$ cat src/rtl/eeprom_bus_bridge.sv
// eeprom_bus_bridge: posts 16-bit CPU writes into a FIFO drained onto a byte-wide EEPROM.
// Reads are serialised behind queued writes, which gives read-after-write ordering.
module eeprom_bus_bridge #(
  parameter int FIFO_DEPTH  = 4,
  parameter bit STALL_READS = 1'b1
) (
  input  logic        clk,
  input  logic        reset_n,
  input  logic        cpu_rd,
  input  logic        cpu_wr,
  input  logic [12:0] cpu_addr,
  input  logic [15:0] cpu_din,
  input  logic [1:0]  cpu_be,
  output logic [15:0] cpu_dout,
  output logic        cpu_ack,
  output logic        ee_wr,
  output logic        ee_rd,
  output logic [12:0] ee_addr,
  output logic [7:0]  ee_data,
  input  logic [7:0]  ee_q,
  input  logic        ee_ready,
  output logic        pending
);
  localparam int AW = $clog2(FIFO_DEPTH);
  typedef enum logic [2:0] {IDLE, ISSUE, SETTLE, WAIT, RD_ADDR, RD_DATA} state_t;
  state_t state, next;
  logic [20:0] fifo [FIFO_DEPTH];
  logic [AW-1:0] rd_ptr, wr_ptr;
  logic [AW:0] count;
  logic served, full, pop, push, wr_take, rd_take, issue;
  logic unused_bits;
  assign unused_bits = ^{cpu_din[15:8], cpu_be[1]};
  // a pop in the same cycle frees a slot, so a full FIFO can still take the retried write
  always_comb begin
    full = count == (AW+1)'(FIFO_DEPTH);
    pop = state == ISSUE;
    wr_take = !served && cpu_wr && (!cpu_be[0] || !full || pop);
    push = wr_take && cpu_be[0];
    rd_take = !served && cpu_rd && !cpu_wr && state == IDLE && count == '0 && (ee_ready || !STALL_READS);
    issue = state == IDLE && count != '0 && ee_ready;
  end
  always_ff @(posedge clk or negedge reset_n)
    if (!reset_n) state <= IDLE;
    else state <= next;
  // SETTLE skips one cycle because ee_ready reacts to ee_wr a clock late
  always_comb begin
    next = state;
    case (state)
      IDLE:    next = rd_take ? RD_ADDR : issue ? ISSUE : IDLE;
      ISSUE:   next = SETTLE;
      SETTLE:  next = WAIT;
      WAIT:    next = ee_ready ? IDLE : WAIT;
      RD_ADDR: next = RD_DATA;
      RD_DATA: next = IDLE;
      default: next = IDLE;
    endcase
  end
  always_comb begin
    ee_wr = state == ISSUE;
    ee_rd = state == RD_ADDR;
    pending = count != '0 || state == ISSUE || state == SETTLE || state == WAIT;
  end
  always_ff @(posedge clk)
    if (push) fifo[wr_ptr] <= {cpu_addr, cpu_din[7:0]};
  always_ff @(posedge clk or negedge reset_n)
    if (!reset_n) begin
      rd_ptr <= '0;
      wr_ptr <= '0;
      count <= '0;
      served <= 1'b0;
      cpu_ack <= 1'b0;
      cpu_dout <= '0;
      ee_addr <= '0;
      ee_data <= '0;
    end else begin
      rd_ptr <= pop ? rd_ptr + 1'b1 : rd_ptr;
      wr_ptr <= push ? wr_ptr + 1'b1 : wr_ptr;
      count <= count + (AW+1)'(push) - (AW+1)'(pop);
      served <= (wr_take || rd_take) ? 1'b1 : (!cpu_rd && !cpu_wr) ? 1'b0 : served;
      cpu_ack <= wr_take || state == RD_DATA;
      if (state == RD_DATA) cpu_dout <= {8'hFF, ee_q};
      if (issue) {ee_addr, ee_data} <= fifo[rd_ptr];
      else if (rd_take) ee_addr <= cpu_addr;
    end
endmodule
$ cat config.mk
export PLATFORM = sky130hd
export DESIGN_NAME = eeprom_bus_bridge
export DESIGN_NICKNAME = d
export VERILOG_FILES = /design/src/rtl/eeprom_bus_bridge.sv
export SDC_FILE = /design/constraint.sdc
export NUM_CORES = 1
export LEC_CHECK = 0
export ABC_AREA = 0
export ABC_CLOCK_PERIOD_IN_PS = 3700
export CORE_MARGIN = 2
export CORE_UTILIZATION = 25
export CTS_CLUSTER_SIZE = 10
export DETAILED_ROUTE_END_ITERATION = 7
export GPL_TIMING_DRIVEN = 0
export PLACE_DENSITY = 0.52
export SLEW_MARGIN = 20
export SYNTH_ARGS = -nofsm -noshare
export SYNTH_HDL_FRONTEND = slang
export SYNTH_SLANG_ARGS = --single-unit
export TNS_END_PERCENT = 20
$ cat constraint.sdc
create_clock -name clk -period 3.7 [get_ports clk]
set_input_delay 1.11 -clock clk [delete_from_list [all_inputs] [get_ports clk]]
set_output_delay 1.11 -clock clk [all_outputs]
set_load 0.05 [all_outputs]
Word-level counts from Yosys, hierarchy flattened
Memory sizes are Yosys's and may differ from the RTL's.
Cells that the tools add are included.
Cells by class
  $add $sub $neg: 4
  equal/unequal tests: 6
  mux-type cells: 10
  reductions and logical operators: 28
Operators with widths (number)
  $mux 13: 2
  $pmux 3 s5: 1
  $logic_and 1x1->1: 11
  $eq 3x3->1 const B: 3
  $logic_or 1x1->1: 7
  $eq 3x2->1 const B: 2
  $logic_not 3->1: 2
  $logic_not 1->1: 5
  $mux 1: 5
  $add 2x1->2 const B: 2
  $reduce_bool 2->1: 2
  $add 3x1->3: 1
  $eq 3x1->1 const B: 1
  $mux 3: 1
  $reduce_bool 3->1: 1
  $sub 3x1->3: 1
  $mux 2: 1
Storage, ports and cells
  bits in registers: 42
  bits in writable memories: 84
  output and inout bits: 41
  memories kept: 1
Memory list
  fifo: words 4, bits a word 21, rd ports 1, clocked after Yosys merged registers in 0, write ports 1, line 27  | logic [20:0] fifo [FIFO_DEPTH];

Logic depth before layout (Yosys ltp)
  depth after elaboration: 8
  mapped depth: 10
  mapped depth without buffers: 9

Worst setup path before layout
OpenSTA, ideal clock, no wires.
  path type: flip-flop to output port
  from: register count[1]
  to: output port pending
  data arrival time: 1.751 ns
  required time: 2.590 ns
  setup slack: 0.839 ns
  cell stages (with the launch flop): 4
  buffers on the path: 1
  cell sequence: dfrtp_1 > nor3_2 > buf_2 > o21ai_0
Between the ends
  longest elaborated chain between the ends: 4
Ends and longest elaborated chain
  start, declared: line 29  | logic [AW:0] count;
  start signal, assigned: line 78  | count <= count + (AW+1)'(push) - (AW+1)'(pop);
  $reduce_bool 3->1: line 61  | pending = count != '0 || state == ISSUE || state == SETTLE || state == WAIT;
  $logic_or 1x1->1 (3 in series): line 61
  end, declared: line 22  | output logic pending
No other way between the ends.

Final worst setup path
  from: register count[0]
  to: output port pending
Same word-level chain as after synthesis.

==> metrics.json <==
{
  "floorplan": {
    "chipWidth_um": 147,
    "dieHeight_um": 147,
    "start_util_pct": 25.5,
    "die_area_mm2": 0.0217,
    "std_cell_rows": 52,
    "num_io_pins": 85,
    "fp.coreArea_mm2": 0.0202
  },
  "pwr": {
    "report.power.total_mw": 5.21,
    "powerDensity_mw_per_mm2": 763,
    "power_leakage_nw": 2.47,
    "ir_drop_mv": 0.348
  },
  "sta": {
    "max_slew_headroom_pct": 51.7,
    "setup_repair_after_global_routing_missed_its_margin": "no",
    "worst-slew-pin-transition_ns": 0.724,
    "tns_ns": 0,
    "fin_worst_hold_slack_ns": 0.496,
    "skew_ns": 0.00775,
    "count_of_final_hold_check_violations": 0,
    "fmaxAchievable_mhz": 296,
    "report.final.setup_viol": 0,
    "finalCritPeriodShare_pct": 91.2,
    "min_period_ns": 3.38,
    "finalMaxSlewViolations": 0
  },
  "logic_synthesis": {
    "yosys-top-cells-area": "sky130_fd_sc_hd__edfxtp_1, sky130_fd_sc_hd__dfrtp_1, sky130_fd_sc_hd__mux4_2, sky130_fd_sc_hd__mux2_2, sky130_fd_sc_hd__a221oi_2",
    "post_synth.cell_area_avg_um2": 17.7,
    "synthesis.area_mm2": 0.00513,
    "yosysTopAreaCellShare_pct": 49.1,
    "synthesis.nets": 341,
    "synth-warning-count": 0,
    "netlist-cell-type-count": 36,
    "post_synth_inst_count": 290,
    "postSynthRegisterBits": 126,
    "synth.yosys.seq_area_share_pct": 69.6,
    "synth_area_leader_cell": "sky130_fd_sc_hd__edfxtp_1"
  },
  "global_routing": {
    "grt_start_max_net_pins": 43,
    "grt_util_all_layers_pct": 10.8,
    "number_of_global_route_vias_before_repair": 3081,
    "global_route.overflow_total": 0,
    "grt_pass1_wl_mm": 17.1,
    "grt_antenna_before_repair": 0
  },
  "worst_setup_path": {
    "timing.critical_path.max_delay_family": "buffers and inverters",
    "reg2reg_depth": 10,
    "worstPathMaxFanout": 10,
    "regToRegEndpoint": "count[2]$_DFF_PN0_",
    "rrSetupSlack_ns": 0.94,
    "timing.setup.critical_path_class": "reg2out",
    "setup.worst_path.start_class": "flop",
    "worstReg2RegStart": "state[2]$_DFF_PN0_",
    "crit_end": "pending",
    "first_element_of_the_critical_path": "count[0]$_DFF_PN0_",
    "cp_slowest_cell": "sky130_fd_sc_hd__clkdlybuf4s50_1",
    "required_time_of_the_critical_path_ns": 2.59,
    "cp_cell_sequence": "nor3_4 > buf_2 > o21ai_0 > clkdlybuf4s50_1",
    "critical_path_arrival_ns": 2.27,
    "critical_path.endpoint_type": "primary output",
    "critical-path-max-stage-delay_ns": 0.72,
    "buffer_and_inverter_count_on_the_worst_path": 2,
    "worst-path-stages": 4
  },
  "clock_tree": {
    "clk_transition_reported_paths_ns": 0.05,
    "clkLatencyLatePin_ns": 0.41,
    "tritoncts.num_buffers": 17,
    "cts.path.max_buffers": 2,
    "clockRootBuffer": "sky130_fd_sc_hd__clkbuf_16",
    "htreeDepth": 4,
    "cts_tree": "done",
    "cts.sink_count": 126,
    "cts_hold_repair.buffers": 0
  },
  "final_layout": {
    "multi_input_gate_area_mm2": 0.00137,
    "num-nets-final": 436,
    "layout.core_utilization_pct": 33.8,
    "layout.filler_cells": 1967,
    "inserted_diodes": 0,
    "area_growth_syn_to_layout_pct": 32.8,
    "mostFrequentLayoutCells": "sky130_fd_sc_hd__edfxtp_1, sky130_fd_sc_hd__clkdlybuf4s50_1, sky130_fd_sc_hd__dfrtp_1",
    "finish.instance_area_mm2": 0.00682,
    "layout-drive-gt1-share_pct": 26.1,
    "layout_commonest_cell": "sky130_fd_sc_hd__edfxtp_1",
    "layout.area.seq_mm2": 0.00357
  },
  "worst_hold_path": {
    "timing.hold.worst.class": "reg2reg"
  },
  "placement": {
    "dpl_cell_area_mm2": 0.00623,
    "io_buffer_count": 75,
    "detailed_place_hpwl_mm": 6.91,
    "globalplace.congestion": 0.689
  },
  "drt": {
    "dr.pass1.iters": 4,
    "dr_total_vias": 2821,
    "viasPerCell": 4.22,
    "detail_route.iter0.violations": 122,
    "post-route-drc-count": 0,
    "antenna_violating_nets_post_route": 0,
    "wire_length_reported_by_the_detailed_router_mm": 11.0,
    "wl_per_cell_um": 16.4
  },
  "flow_run": {
    "max_cap_violations": 0
  },
  "run_status": {
    "outcome": "completed"
  }
}
[worst register-to-register path: cells and delay by family (launching register included)]
| kind | cells | cell delay, ns |
|---|---|---|
| xor+xnor | 2 | 0.28 |
| simple gates | 1 | 0.57 |
| fa+ha+maj | 3 | 0.83 |
| compound gates | 1 | 0.31 |
| flops | 1 | 0.35 |
| buf+inv | 3 | 0.30 |
[repair_timing]
item	in CTS	in global routing
hold endpoints to repair	0	0
resized for setup	1	1
setup buffers	1	0
cloned	0	0
setup endpoints to repair	1	1
pin swaps	1	0
[worst min-delay path by stage]
stage | from | to | slack (ns) | cells after the start
final | served$_DFFE_PN0P_ | cpu_ack$_DFF_PN0_ | 0.50 | 1
after global routing | cpu_dout[6]$_DFFE_PN0P_ | cpu_dout[6]$_DFFE_PN0P_ | 0.52 | 1
after CTS | served$_DFFE_PN0P_ | cpu_ack$_DFF_PN0_ | 0.49 | 1
after detailed placement | served$_DFFE_PN0P_ | cpu_ack$_DFF_PN0_ | 0.48 | 1
after global placement | cpu_dout[0]$_DFFE_PN0P_ | cpu_dout[0]$_DFFE_PN0P_ | 0.49 | 1
after floorplan | served$_DFFE_PN0P_ | cpu_ack$_DFF_PN0_ | 0.46 | 1
[per-layer routing]
metal,wire length [um],vias up,track usage (%)
li1,-,1295,-
met1,4870,1445,13.0
met2,5480,72,18.0
met3,526,9,4.16
met4,78,0,3.03
met5,0,-,0
[layout make-up]
class                           instances  share of cell area (%)
Buffer                                 20                    1.87
Inverter                               21                    1.16
Sequential cell                       126                    52.4
Clock buffer                           23                    6.86
Multi-Input combinational cell        123                    20.0
Clock inverter                          9                    1.61
Tap cell                              270                    4.95
Timing Repair Buffer                   76                    11.1
[registers in the layout, summed over array words and instances (netlist names)]
signal / flops
wr_ptr: 2
cpu_ack: 1
rd_ptr: 2
state: 3
count: 3
ee_data: 8
ee_addr: 13
served: 1
cpu_dout: 9
fifo: 84
[cell usage after synthesis]
cell type	count
sky130_fd_sc_hd__buf_2	6
sky130_fd_sc_hd__nor3b_1	1
sky130_fd_sc_hd__a31oi_4	1
sky130_fd_sc_hd__buf_1	2
sky130_fd_sc_hd__xnor2_1	5
sky130_fd_sc_hd__clkbuf_1	2
sky130_fd_sc_hd__and2_1	6
sky130_fd_sc_hd__fa_1	1
sky130_fd_sc_hd__or3_1	1
sky130_fd_sc_hd__or3b_2	1
sky130_fd_sc_hd__ha_1	6
sky130_fd_sc_hd__a21oi_1	1
sky130_fd_sc_hd__inv_1	21
sky130_fd_sc_hd__nor2_8	1
sky130_fd_sc_hd__o31ai_1	2
sky130_fd_sc_hd__a221oi_2	10
sky130_fd_sc_hd__buf_4	8
sky130_fd_sc_hd__nor3_1	15
sky130_fd_sc_hd__or4b_4	1
sky130_fd_sc_hd__edfxtp_1	84
sky130_fd_sc_hd__and4_1	1
sky130_fd_sc_hd__o221ai_1	1
sky130_fd_sc_hd__mux2_2	17
sky130_fd_sc_hd__dfrtp_1	42
sky130_fd_sc_hd__o21ai_0	2
sky130_fd_sc_hd__and3_1	1
sky130_fd_sc_hd__nand2b_1	1
sky130_fd_sc_hd__a31oi_1	1
sky130_fd_sc_hd__nor3_2	1
sky130_fd_sc_hd__nand3b_1	3
sky130_fd_sc_hd__mux4_2	21
sky130_fd_sc_hd__nor2_1	15
sky130_fd_sc_hd__buf_6	2
sky130_fd_sc_hd__a221oi_1	3
sky130_fd_sc_hd__o21bai_4	1
sky130_fd_sc_hd__nand2_1	3
[kinds of logic (layout without fill, tap and decap cells)]
kind of cell | Yosys count | in the layout | share of synthesized area [%]
adder cells (fa/ha/maj) | 7 | 7 | 1.85
XOR/XNOR | 5 | 5 | 0.853
AO/OA/AOI/OAI | 22 | 22 | 5.09
flip-flops | 126 | 126 | 69.6
multiplexers | 38 | 38 | 12.9
buffers and inverters | 41 | 149 | 4.02
AND/OR/NAND/NOR | 51 | 51 | 5.65
[through the flow]
step / setup slack [ns] / instances
after floorplan: 0.839 / 290
after global placement: 0.0110 / 635
after detailed placement: 0.0675 / 635
after CTS: 0.0435 / 668
after global routing: 0.216 / 668
final: 0.324 / 668
[where the power goes]
part | switching, mW | internal [mW] | leakage (nW) | total (mW)
clock network | 0.590 | 1.03 | 0.286 | 1.62
logic | 0.996 | 0.730 | 0.937 | 1.73
registers | 0.147 | 1.71 | 1.25 | 1.86
total | 1.73 | 3.47 | 2.47 | 5.21
Power figures use the tool's default switching activity.
